`config.mk`:
```
export PLATFORM = sky130hd
export DESIGN_NAME = tlb_mp
export DESIGN_NICKNAME = d
export VERILOG_FILES = /design/src/rtl/tlb_pkg.sv /design/src/rtl/tlb_lookup.sv /design/src/rtl/tlb_mp.sv
export SDC_FILE = /design/constraint.sdc
export NUM_CORES = 2
export LEC_CHECK = 0
export CAP_MARGIN = 5
export CORE_MARGIN = 4
export CORE_UTILIZATION = 45
export CTS_BUF_LIST = sky130_fd_sc_hd__clkbuf_4 sky130_fd_sc_hd__clkbuf_8
export DETAILED_ROUTE_END_ITERATION = 10
export SLEW_MARGIN = 15
export SYNTH_ARGS = -nofsm -noshare
export SYNTH_HDL_FRONTEND = slang
export SYNTH_SLANG_ARGS = --single-unit
```
`constraint.sdc`:
```
create_clock -name clk -period 8.36 [get_ports clk]
set_input_delay 1.672 -clock clk [delete_from_list [all_inputs] [get_ports clk]]
set_output_delay 1.672 -clock clk [all_outputs]
set_load 0.005 [all_outputs]
```
`src/rtl/tlb_pkg.sv`:
```
// Shared types for the multi-port TLB: packed entry layout, search result,
// INVTLB op codes and the match helpers used by lookup and sweep logic.
package tlb_pkg;

  localparam int TLB_ENTRY_W = 89;
  localparam logic [5:0] PS_4K = 6'd12;
  localparam logic [5:0] PS_4M = 6'd22;

  localparam int OFF_E    = 88;
  localparam int OFF_VPPN = 69;
  localparam int OFF_PS   = 63;
  localparam int OFF_ASID = 53;
  localparam int OFF_G    = 52;
  localparam int OFF_PPN0 = 32;
  localparam int OFF_PLV0 = 30;
  localparam int OFF_MAT0 = 28;
  localparam int OFF_D0   = 27;
  localparam int OFF_V0   = 26;
  localparam int OFF_PPN1 = 6;
  localparam int OFF_PLV1 = 4;
  localparam int OFF_MAT1 = 2;
  localparam int OFF_D1   = 1;
  localparam int OFF_V1   = 0;

  localparam logic [4:0] INV_ALL0       = 5'd0;
  localparam logic [4:0] INV_ALL1       = 5'd1;
  localparam logic [4:0] INV_G1         = 5'd2;
  localparam logic [4:0] INV_G0         = 5'd3;
  localparam logic [4:0] INV_G0_ASID    = 5'd4;
  localparam logic [4:0] INV_G0_ASID_VA = 5'd5;
  localparam logic [4:0] INV_GA_VA      = 5'd6;

  typedef struct packed {
    logic        e;
    logic [18:0] vppn;
    logic [5:0]  ps;
    logic [9:0]  asid;
    logic        g;
    logic [19:0] ppn0;
    logic [1:0]  plv0;
    logic [1:0]  mat0;
    logic        d0;
    logic        v0;
    logic [19:0] ppn1;
    logic [1:0]  plv1;
    logic [1:0]  mat1;
    logic        d1;
    logic        v1;
  } tlb_entry_t;

  typedef struct packed {
    logic        found;
    logic [19:0] ppn;
    logic [5:0]  ps;
    logic [1:0]  plv;
    logic [1:0]  mat;
    logic        d;
    logic        v;
  } srch_res_t;

  typedef enum logic {ST_IDLE, ST_SWEEP} inv_st_e;

  // VA compare ignores E; a 4MB page only compares vppn[18:10].
  function automatic logic va_match(tlb_entry_t ent, logic [18:0] vppn);
    return (ent.vppn[18:10] == vppn[18:10]) &&
           ((ent.ps == PS_4M) || (ent.vppn[9:0] == vppn[9:0]));
  endfunction

  function automatic logic inv_match(tlb_entry_t ent, logic [4:0] op,
                                     logic [9:0] asid, logic [18:0] vppn);
    logic va, am;
    va = va_match(ent, vppn);
    am = (ent.asid == asid);
    case (op)
      INV_ALL0, INV_ALL1: return 1'b1;
      INV_G1:             return ent.g;
      INV_G0:             return !ent.g;
      INV_G0_ASID:        return !ent.g && am;
      INV_G0_ASID_VA:     return !ent.g && am && va;
      INV_GA_VA:          return (ent.g || am) && va;
      default:            return 1'b0;
    endcase
  endfunction

endpackage

```
`src/rtl/tlb_lookup.sv`:
```
// Combinational search of all entries for one port: match, lowest-index
// priority, odd/even page select. Registered by the parent.
module tlb_lookup
  import tlb_pkg::*;
#(
  parameter int TLBNUM = 16,
  parameter int IW     = $clog2(TLBNUM)
) (
  input  tlb_entry_t [TLBNUM-1:0] ents_i,
  input  logic [18:0]             vppn_i,
  input  logic                    va_bit12_i,
  input  logic [9:0]              asid_i,
  output srch_res_t               res_o,
  output logic [IW-1:0]           index_o
);

  logic          hit, odd;
  logic [IW-1:0] hidx;

  always_comb begin
    hit  = 1'b0;
    hidx = '0;
    // Walk downward so the lowest matching index is the last one kept.
    for (int i = TLBNUM-1; i >= 0; i--) begin
      if (ents_i[i].e && va_match(ents_i[i], vppn_i) &&
          (ents_i[i].g || (ents_i[i].asid == asid_i))) begin
        hit  = 1'b1;
        hidx = IW'(i);
      end
    end
    odd     = (ents_i[hidx].ps == PS_4M) ? vppn_i[9] : va_bit12_i;
    res_o   = '0;
    index_o = '0;
    if (hit) begin
      index_o     = hidx;
      res_o.found = 1'b1;
      res_o.ps    = ents_i[hidx].ps;
      res_o.ppn   = odd ? ents_i[hidx].ppn1 : ents_i[hidx].ppn0;
      res_o.plv   = odd ? ents_i[hidx].plv1 : ents_i[hidx].plv0;
      res_o.mat   = odd ? ents_i[hidx].mat1 : ents_i[hidx].mat0;
      res_o.d     = odd ? ents_i[hidx].d1   : ents_i[hidx].d0;
      res_o.v     = odd ? ents_i[hidx].v1   : ents_i[hidx].v0;
    end
  end

endmodule

```
`src/rtl/tlb_mp.sv`:
```
// Multi-port TLB: NSPORT registered search ports, registered read port,
// one write port and a lane-parallel INVTLB sweep engine.
module tlb_mp
  import tlb_pkg::*;
#(
  parameter int TLBNUM    = 16,
  parameter int NSPORT    = 2,
  parameter int INV_LANES = 4
) (
  input  logic                                      clk,
  input  logic                                      resetn,
  input  logic [NSPORT-1:0]                         s_req,
  input  logic [NSPORT-1:0][18:0]                   s_vppn,
  input  logic [NSPORT-1:0]                         s_va_bit12,
  input  logic [NSPORT-1:0][9:0]                    s_asid,
  output logic [NSPORT-1:0]                         s_rvalid,
  output logic [NSPORT-1:0]                         s_found,
  output logic [NSPORT-1:0][$clog2(TLBNUM)-1:0]     s_index,
  output logic [NSPORT-1:0][19:0]                   s_ppn,
  output logic [NSPORT-1:0][5:0]                    s_ps,
  output logic [NSPORT-1:0][1:0]                    s_plv,
  output logic [NSPORT-1:0][1:0]                    s_mat,
  output logic [NSPORT-1:0]                         s_d,
  output logic [NSPORT-1:0]                         s_v,
  input  logic                                      we,
  input  logic [$clog2(TLBNUM)-1:0]                 w_index,
  input  logic [TLB_ENTRY_W-1:0]                    w_entry,
  input  logic                                      r_req,
  input  logic [$clog2(TLBNUM)-1:0]                 r_index,
  output logic                                      r_valid,
  output logic [TLB_ENTRY_W-1:0]                    r_entry,
  input  logic                                      inv_req,
  input  logic [4:0]                                inv_op,
  input  logic [9:0]                                inv_asid,
  input  logic [18:0]                               inv_vppn,
  output logic                                      inv_busy,
  output logic                                      inv_done,
  output logic                                      inv_err
);

  localparam int IW   = $clog2(TLBNUM);
  localparam int NGRP = TLBNUM / INV_LANES;
  localparam int GW   = (NGRP > 1) ? $clog2(NGRP) : 1;

  tlb_entry_t [TLBNUM-1:0] ent_q, ents_c;
  tlb_entry_t              wr_ent;
  logic [TLBNUM-1:0]       e_q, e_d;
  inv_st_e                 st_q, st_d;
  logic [GW-1:0]           grp_q, grp_d;
  logic                    done_q, done_d, err_q, err_d;
  logic [4:0]              op_q;
  logic [9:0]              asid_q;
  logic [18:0]             vppn_q;

  always_comb begin
    wr_ent    = tlb_entry_t'(w_entry);
    wr_ent.ps = (wr_ent.ps == PS_4M) ? PS_4M : PS_4K;
    for (int i = 0; i < TLBNUM; i++) begin
      ents_c[i]   = ent_q[i];
      ents_c[i].e = e_q[i];
    end
  end

  // Payload fields carry no reset; only E gates a match.
  always_ff @(posedge clk) begin
    if (we) ent_q[w_index] <= wr_ent;
  end

  always_comb begin
    e_d = e_q;
    for (int i = 0; i < TLBNUM; i++) begin
      if (st_q == ST_SWEEP && (i / INV_LANES) == int'(grp_q) &&
          inv_match(ents_c[i], op_q, asid_q, vppn_q))
        e_d[i] = 1'b0;
      if (we && int'(w_index) == i) e_d[i] = wr_ent.e;
    end
  end

  always_comb begin
    st_d   = st_q;
    grp_d  = grp_q;
    done_d = 1'b0;
    err_d  = 1'b0;
    case (st_q)
      ST_IDLE: if (inv_req) begin
        if (inv_op <= INV_GA_VA) begin
          st_d  = ST_SWEEP;
          grp_d = '0;
        end else begin
          err_d = 1'b1;
        end
      end
      ST_SWEEP: begin
        grp_d = grp_q + GW'(1);
        if (int'(grp_q) == NGRP-1) begin
          st_d   = ST_IDLE;
          done_d = 1'b1;
        end
      end
      default: st_d = ST_IDLE;
    endcase
  end

  always_ff @(posedge clk or negedge resetn) begin
    if (!resetn) begin
      e_q    <= '0;
      st_q   <= ST_IDLE;
      grp_q  <= '0;
      done_q <= 1'b0;
      err_q  <= 1'b0;
      op_q   <= '0;
      asid_q <= '0;
      vppn_q <= '0;
    end else begin
      e_q    <= e_d;
      st_q   <= st_d;
      grp_q  <= grp_d;
      done_q <= done_d;
      err_q  <= err_d;
      if (st_q == ST_IDLE && inv_req) begin
        op_q   <= inv_op;
        asid_q <= inv_asid;
        vppn_q <= inv_vppn;
      end
    end
  end

  assign inv_busy = (st_q == ST_SWEEP);
  assign inv_done = done_q;
  assign inv_err  = err_q;

  srch_res_t [NSPORT-1:0]         lk_res, res_q;
  logic [NSPORT-1:0][IW-1:0]      lk_idx, idx_q;
  logic [NSPORT-1:0]              rv_q;

  for (genvar p = 0; p < NSPORT; p++) begin : g_port
    tlb_lookup #(.TLBNUM(TLBNUM), .IW(IW)) u_lookup (
      .ents_i     (ents_c),
      .vppn_i     (s_vppn[p]),
      .va_bit12_i (s_va_bit12[p]),
      .asid_i     (s_asid[p]),
      .res_o      (lk_res[p]),
      .index_o    (lk_idx[p])
    );

    always_ff @(posedge clk or negedge resetn) begin
      if (!resetn) begin
        rv_q[p]  <= 1'b0;
        res_q[p] <= '0;
        idx_q[p] <= '0;
      end else begin
        rv_q[p] <= s_req[p];
        if (s_req[p]) begin
          res_q[p] <= lk_res[p];
          idx_q[p] <= lk_idx[p];
        end
      end
    end

    assign s_rvalid[p] = rv_q[p];
    assign s_found[p]  = res_q[p].found;
    assign s_index[p]  = idx_q[p];
    assign s_ppn[p]    = res_q[p].ppn;
    assign s_ps[p]     = res_q[p].ps;
    assign s_plv[p]    = res_q[p].plv;
    assign s_mat[p]    = res_q[p].mat;
    assign s_d[p]      = res_q[p].d;
    assign s_v[p]      = res_q[p].v;
  end

  logic                   rvld_q;
  logic [TLB_ENTRY_W-1:0] rent_q;

  always_ff @(posedge clk or negedge resetn) begin
    if (!resetn) begin
      rvld_q <= 1'b0;
      rent_q <= '0;
    end else begin
      rvld_q <= r_req;
      if (r_req) rent_q <= ents_c[r_index];
    end
  end

  assign r_valid = rvld_q;
  assign r_entry = rent_q;

endmodule

```
* After elaboration in Yosys (flattened, before gate mapping)
Cells that the tools add are included.
** Cells by class
- $add $sub $neg :: 1
- Order comparisons :: 6
- Equal/unequal tests :: 190
- Muxes and demuxes :: 150
- Bitwise operators :: 1
- Reductions and logical operators :: 331
** Operator list (number)
- $bwmux 1424 :: 1
- $bmux 89 s4 :: 3
- $eq 10x10->1 :: 96
- $eq 9x9->1 :: 48
- $demux 89 s4 :: 1
- $logic_and 1x1->1 :: 198
- $mux 89 :: 2
- $mux 69 :: 2
- $mux 4 :: 34
- $eq 6x5->1 const B :: 19
- $logic_or 1x1->1 :: 96
- $pmux 1 s6 :: 16
- $mux 1 :: 78
- $mux 33 :: 2
- $mux 20 :: 2
- $eq 4x4->1 const B :: 8
- $reduce_bool 2->1 :: 16
- $lt 4x5->1 const B :: 4
- $eq 4x3->1 const B :: 4
- $logic_not 1->1 :: 16
- $eq 5x3->1 const B :: 3
- $mux 2 :: 6
- $eq 5x2->1 const B :: 2
- $eq 4x2->1 const B :: 2
- 18 further kinds :: 20
** Word-level totals
- Bits in registers :: 1645
- Input bits :: 198

* Depth between registers and ports, before layout
- Depth in word-level cells :: 27
- Mapped depth :: 19

* Cells and area by module
Synthesis repeated with hierarchy kept, for this count alone.
** Second synthesis, totals
- Cell total of the unflattened synthesis :: 7749
- Area, all modules :: 98807.3 um^2
** By module, submodules not included
- tlb_mp :: times used 1, cells each 3249, area each 65019.9 um^2
- tlb_lookup :: times used 2, cells each 2250, area each 16893.7 um^2

* Worst setup path after synthesis
OpenSTA, ideal clock, no wires.
- Path type :: input to register
- Start :: input port w_index[3]
- End :: register e_q[2]
- Setup time :: 0.491 ns
- Arrival :: 10.672 ns
- Setup slack :: -2.802 ns
- Stages :: 3
- Path buffers :: 1
- Cells stage by stage :: clkbuf_1 -> nor4_1 -> o21ai_0
** Between the ends
- Word-level cells in the longest chain between the ends :: 3
- Elaborated cells between the ends (all ways) :: 4
** RTL lines
- start: declaration :: line tlb_mp.sv:26 : input logic [$clog2(TLBNUM)-1:0] w_index,
- $eq 4x3->1 (*) :: line tlb_mp.sv:75 : if (we && int'(w_index) == i) e_d[i] = wr_ent.e;
- $logic_and 1x1->1 (*) :: line tlb_mp.sv:75
- $mux 1 or $reduce_bool 2->1 (tied branches)
- end signal: assignment :: line tlb_mp.sv:106 : e_q <= '0;
- end signal: assignment :: line tlb_mp.sv:115 : e_q <= e_d;
- end: declaration :: line tlb_mp.sv:47 : logic [TLBNUM-1:0] e_q, e_d;
Mark *: on every way between the ends. The rest lies on a longest branch, timed or not.
A chain may end at the register's enable or synchronous reset.

* Worst setup path in the final report
- Start :: input port s_asid[15] in the netlist's numbering
- End :: register res_q (netlist bit s_ppn[31])
** Between the ends
- Word-level cells in the longest chain between the ends :: 25
- Elaborated cells between the ends (all ways) :: 86
** RTL lines
- start: declaration :: line tlb_mp.sv:15 : input logic [NSPORT-1:0][9:0] s_asid,
- $eq 10x10->1 :: line tlb_lookup.sv:26 : (ents_i[i].g || (ents_i[i].asid == asid_i))) begin
- $logic_or 1x1->1 :: line tlb_lookup.sv:26
- $logic_and 1x1->1 :: line tlb_lookup.sv:25 : if (ents_i[i].e && va_match(ents_i[i], vppn_i) &&
- $mux 4 (16 in a row) :: line tlb_lookup.sv:25
- $bmux 89 s4 :: line tlb_lookup.sv:31, tlb_lookup.sv:38
- $mux 69 (not written as such) :: line tlb_lookup.sv:31 : odd = (ents_i[hidx].ps == PS_4M) ? vppn_i[9] : va_bit12_i;
- $eq 6x5->1 :: line tlb_lookup.sv:31
- $mux 1 :: line tlb_lookup.sv:31
- $mux 20 :: line tlb_lookup.sv:38 : res_o.ppn = odd ? ents_i[hidx].ppn1 : ents_i[hidx].ppn0;
- $mux 33 (*) :: line tlb_lookup.sv:34 : if (hit) begin
- end signal: indexed assignment :: line tlb_mp.sv:154 : res_q[p] <= lk_res[p];
- end: declaration :: line tlb_mp.sv:132 : srch_res_t [NSPORT-1:0] lk_res, res_q;
Mark *: on every way between the ends. The rest lies on a longest branch, timed or not. The select of a mux whose other input is x is not followed.

==> results.yml <==
status:
  status: "finished, violations left"
  violations: "capacitance limit"
worst_setup_path:
  worst-path-stages: 17
  critical-path-max-stage-delay_ps: 910
  reg2reg_depth: 15
  cp_max_fo: 26
  path_cells: "clkdlybuf4s50_1 -> buf_4 -> xor2_1 -> nor4_1 -> a41oi_1 -> nor3_1 -> a211oi_1 -> o221a_2 -> o21a_4 -> buf_12 -> buf_4 -> mux2i_1 -> mux2i_1 -> nor2_1 -> a221oi_1 -> o211ai_1 -> o221ai_1"
  startpoint_type: "primary input"
  rr_startpoint: "ent_q[1123]$_DFFE_PP_"
  r2r_end: "s_ppn[0]$_DFFE_PN0P_"
  cp.required_ps: 9360
  crit_type: "in -> reg"
  cpLargestDelayFamily: "compound AO/OA/AOI/OAI gates"
  endpoint_kind: "flip-flop"
  cp.buffers_inverters: 4
  crit_start: "s_asid[15]"
  reg2reg_slack_ps: 2280
  crit_end: "s_ppn[31]$_DFFE_PN0P_"
  crit_arrival_ps: 7760
  cpMaxStageDelayCell: "a41oi_1"
clocking:
  path_clk_slew_ps: 60
  cts_buffers: 297
  hold_buffers: 0
  cts.repair.resized: 0
  cts.sinks: 1554
  postCtsSetupBuffers: 0
  cts_buffer_depth: 4
  root_buffer: "clkbuf_8"
  cts_tree: "built"
  clock_latency_ps: 1090
  htreeDepth: 5
global_routing:
  grt_pass1_vias: 69620
  antenna_found_initial: 45
  grt_util_met3: 0.1128
  met2_usage: 0.5446
  grt_max_degree: 113
  top_usage_layer: "met2"
  grt_pass1_wl_mm: 560.2
  gr-usage-met1: 0.5092
  track_usage: 0.3771
  overflow: 0
synthesis:
  synthMuxAreaShare: 0.1965
  yosysWarnings: 0
  synth_edf_count: 1344
  synth.most_common_cell: "edfxtp_1"
  synth_top_area_frac: 0.4354
  syn-cell-area_um2: 92690
  synth-xor-area-share: 0.1331
  synthAdderAreaFrac: 0.0005399
  synth-compound-area-share: 0.06209
  synth_top_family_by_area: "multiplexers"
  synth.largest_area_cell: "edfxtp_1"
  async_flop_share: 0.1351
  ys_seq_area_frac: 0.4921
  synth_cells: 7161
  synth-simple-area-share: 0.08665
  synth-main-ff-cell: "edfxtp_1"
  syn_area_per_cell_um2: 12.94
  ys_top_cells_by_count: "edfxtp_1 (1344), xor2_1 (896), mux2i_1 (668)"
  ys_top_cells_by_area: "edfxtp_1 (44%), mux4_2 (10%), xor2_1 (8.5%), mux2i_1 (7.2%), dfrtp_1 (5.7%)"
  netlist-cell-type-count: 88
  ys_ff_latch: 1554
detailed_routing:
  routedWlPerCell_um: 38.85
  drt_iter0_markers: 9856
  drcViolationCount: 0
  wirelength_mm: 409.7
  ant_nets: 0
  num_vias: 71520
  dr.pass1.iters: 8
  via_per_inst: 6.783
worst_hold_path:
  hold_class: "reg -> reg"
power_and_ir_drop:
  power.leakage_nw: 38.16
  p_int_mw: 15.01
  comb_power_share: 0.198
  power_density_nw_per_um2: 201.1
  ir_drop_uv: 224.3
  netSwitchingFraction: 0.3003
  pwr-share-seq: 0.431
  switchingPower_mw: 6.444
  clkPwrFrac: 0.371
finish:
  synthToLayoutAreaGrowth_pct: 15.12
  layout.cells.non_filler: 10540
  fillers: 17330
  drive_gt1_frac: 0.1898
  fin_nets: 7806
floorplan:
  num_io_pins: 367
  num_rows: 166
  core_area_um2: 204800
  dieArea_um2: 213300
  fp.dieH_um: 461.9
  start_util: 0.4526
  die_w_um: 461.9
sta:
  post-route-min-period_ps: 6765
  hold_viol_final: 0
  rsz0062_at_grt: "false"
  fmax_ghz: 0.1478
  fin_skew_ps: 87.84
  setup_tns_ps: 0
  final_max_slew_viol_count: 0
  worst_pin_slew_ps: 1488
  timing.slew.headroom: 0.0001479
  setup_viol: 0
  period_share: 0.8092
placed_design:
  place_inst: 9993
  hpwl_mm: 274.3
  gp_congestion: 1.028
  io_buffers: 360
flow_run:
  cap_violations: 1
routing by layer:
| layer | part of all wire | wire [um] | vias to the layer above |
|---|---|---|---|
| li1 | - | - | 28490 |
| met1 | 0.39 | 158200 | 36580 |
| met2 | 0.42 | 173700 | 5291 |
| met3 | 0.13 | 51220 | 1152 |
| met4 | 0.065 | 26490 | 14 |
| met5 | 0.00023 | 96 | - |
logic make-up after synthesis:
group	after synthesis
DFF	1554
adders and majority gates	4
muxes	1267
buffers and inverters	571
and+or+nand+nor	1569
AOI/OAI and AO/OA	786
other	1
xor gates and xnor gates	1409
layout make-up:
type | instances | area [um^2] | share of cell area
Clock buffer | 428 | 5284 | 0.04952
Timing Repair Buffer | 668 | 6553 | 0.06141
Inverter | 42 | 157.7 | 0.001477
Tap cell | 2688 | 3363 | 0.03152
Multi-Input combinational cell | 5041 | 44800 | 0.4198
Clock inverter | 89 | 852.1 | 0.007985
Antenna cell | 34 | 85.08 | 0.0007973
Sequential cell | 1554 | 45610 | 0.4275
sequential cells by signal (all words and copies together), names as in the netlist:
name	cells
s_v	2
s_mat	4
vppn_q	19
s_index	8
inv_busy	1
s_d	2
grp_q	2
inv_err	1
s_rvalid	2
ent_q	1344
asid_q	10
s_plv	4
s_ppn	40
s_ps	6
e_q	16
r_valid	1
r_entry	86
inv_done	1
op_q	5
stage by stage:
stage / setup WS, ps / instance area, um^2 / total power, mW / utilization / hold slack (ps)
2_1_floorplan: -491.2 / 92740 / 11.73 / - / 462.2
4_1_cts: 1838 / 106600 / 21.45 / 0.5205 / 443.9
3_5_place_dp: 694.5 / 100500 / 13.51 / 0.4906 / 457.7
3_3_place_gp: 731.3 / 100500 / 13.47 / 0.4906 / 451.4
5_1_grt: 1383 / 106700 / 22.12 / 0.5208 / 483.6
6_report: 1595 / 106700 / 21.46 / 0.5211 / 470.8
power groups by stage:
stage,combinational (mW),clock [mW],sequential (mW)
global placement,4.11,0,9.37
global route,4.44,8.42,9.26
floorplan,2.60,0,9.13
detailed placement,4.14,0,9.37
CTS,4.16,8.06,9.22
finish,4.24,7.96,9.25
worst min path at each step:
stage / startpoint / end / cells past startpoint / slack (ps)
floorplan: r_entry[65]$_DFFE_PN0P_ / r_entry[65]$_DFFE_PN0P_ / 1 / 460
global placement: r_entry[65]$_DFFE_PN0P_ / r_entry[65]$_DFFE_PN0P_ / 1 / 450
detailed placement: r_entry[65]$_DFFE_PN0P_ / r_entry[65]$_DFFE_PN0P_ / 1 / 460
CTS: resetn / s_rvalid[0]$_DFF_PN0_ / 1 / 440
global route: resetn / inv_busy$_DFF_PN0_ / 1 / 480
finish: r_entry[65]$_DFFE_PN0P_ / r_entry[65]$_DFFE_PN0P_ / 1 / 470
layout by cell type (no fill, tap or decap), types with 52 or more instances in the layout:
cell type and instances:
nand3_1 132, or3_1 52, buf_4 258, nor2_1 119, xnor2_1 513, and3_1 74
mux2_2 174, nor2b_1 58, mux4_2 425, clkdlybuf4s50_1 352, nor3_1 125, nand4_1 177
o21ai_0 99, mux2i_1 668, a21oi_1 137, clkbuf_4 97, a22oi_1 99, clkbuf_8 332
nand2_1 493, nor4_1 204, xor2_1 896, dfrtp_1 210, edfxtp_1 1344
No activity file was read; power rests on OpenSTA's default activity.
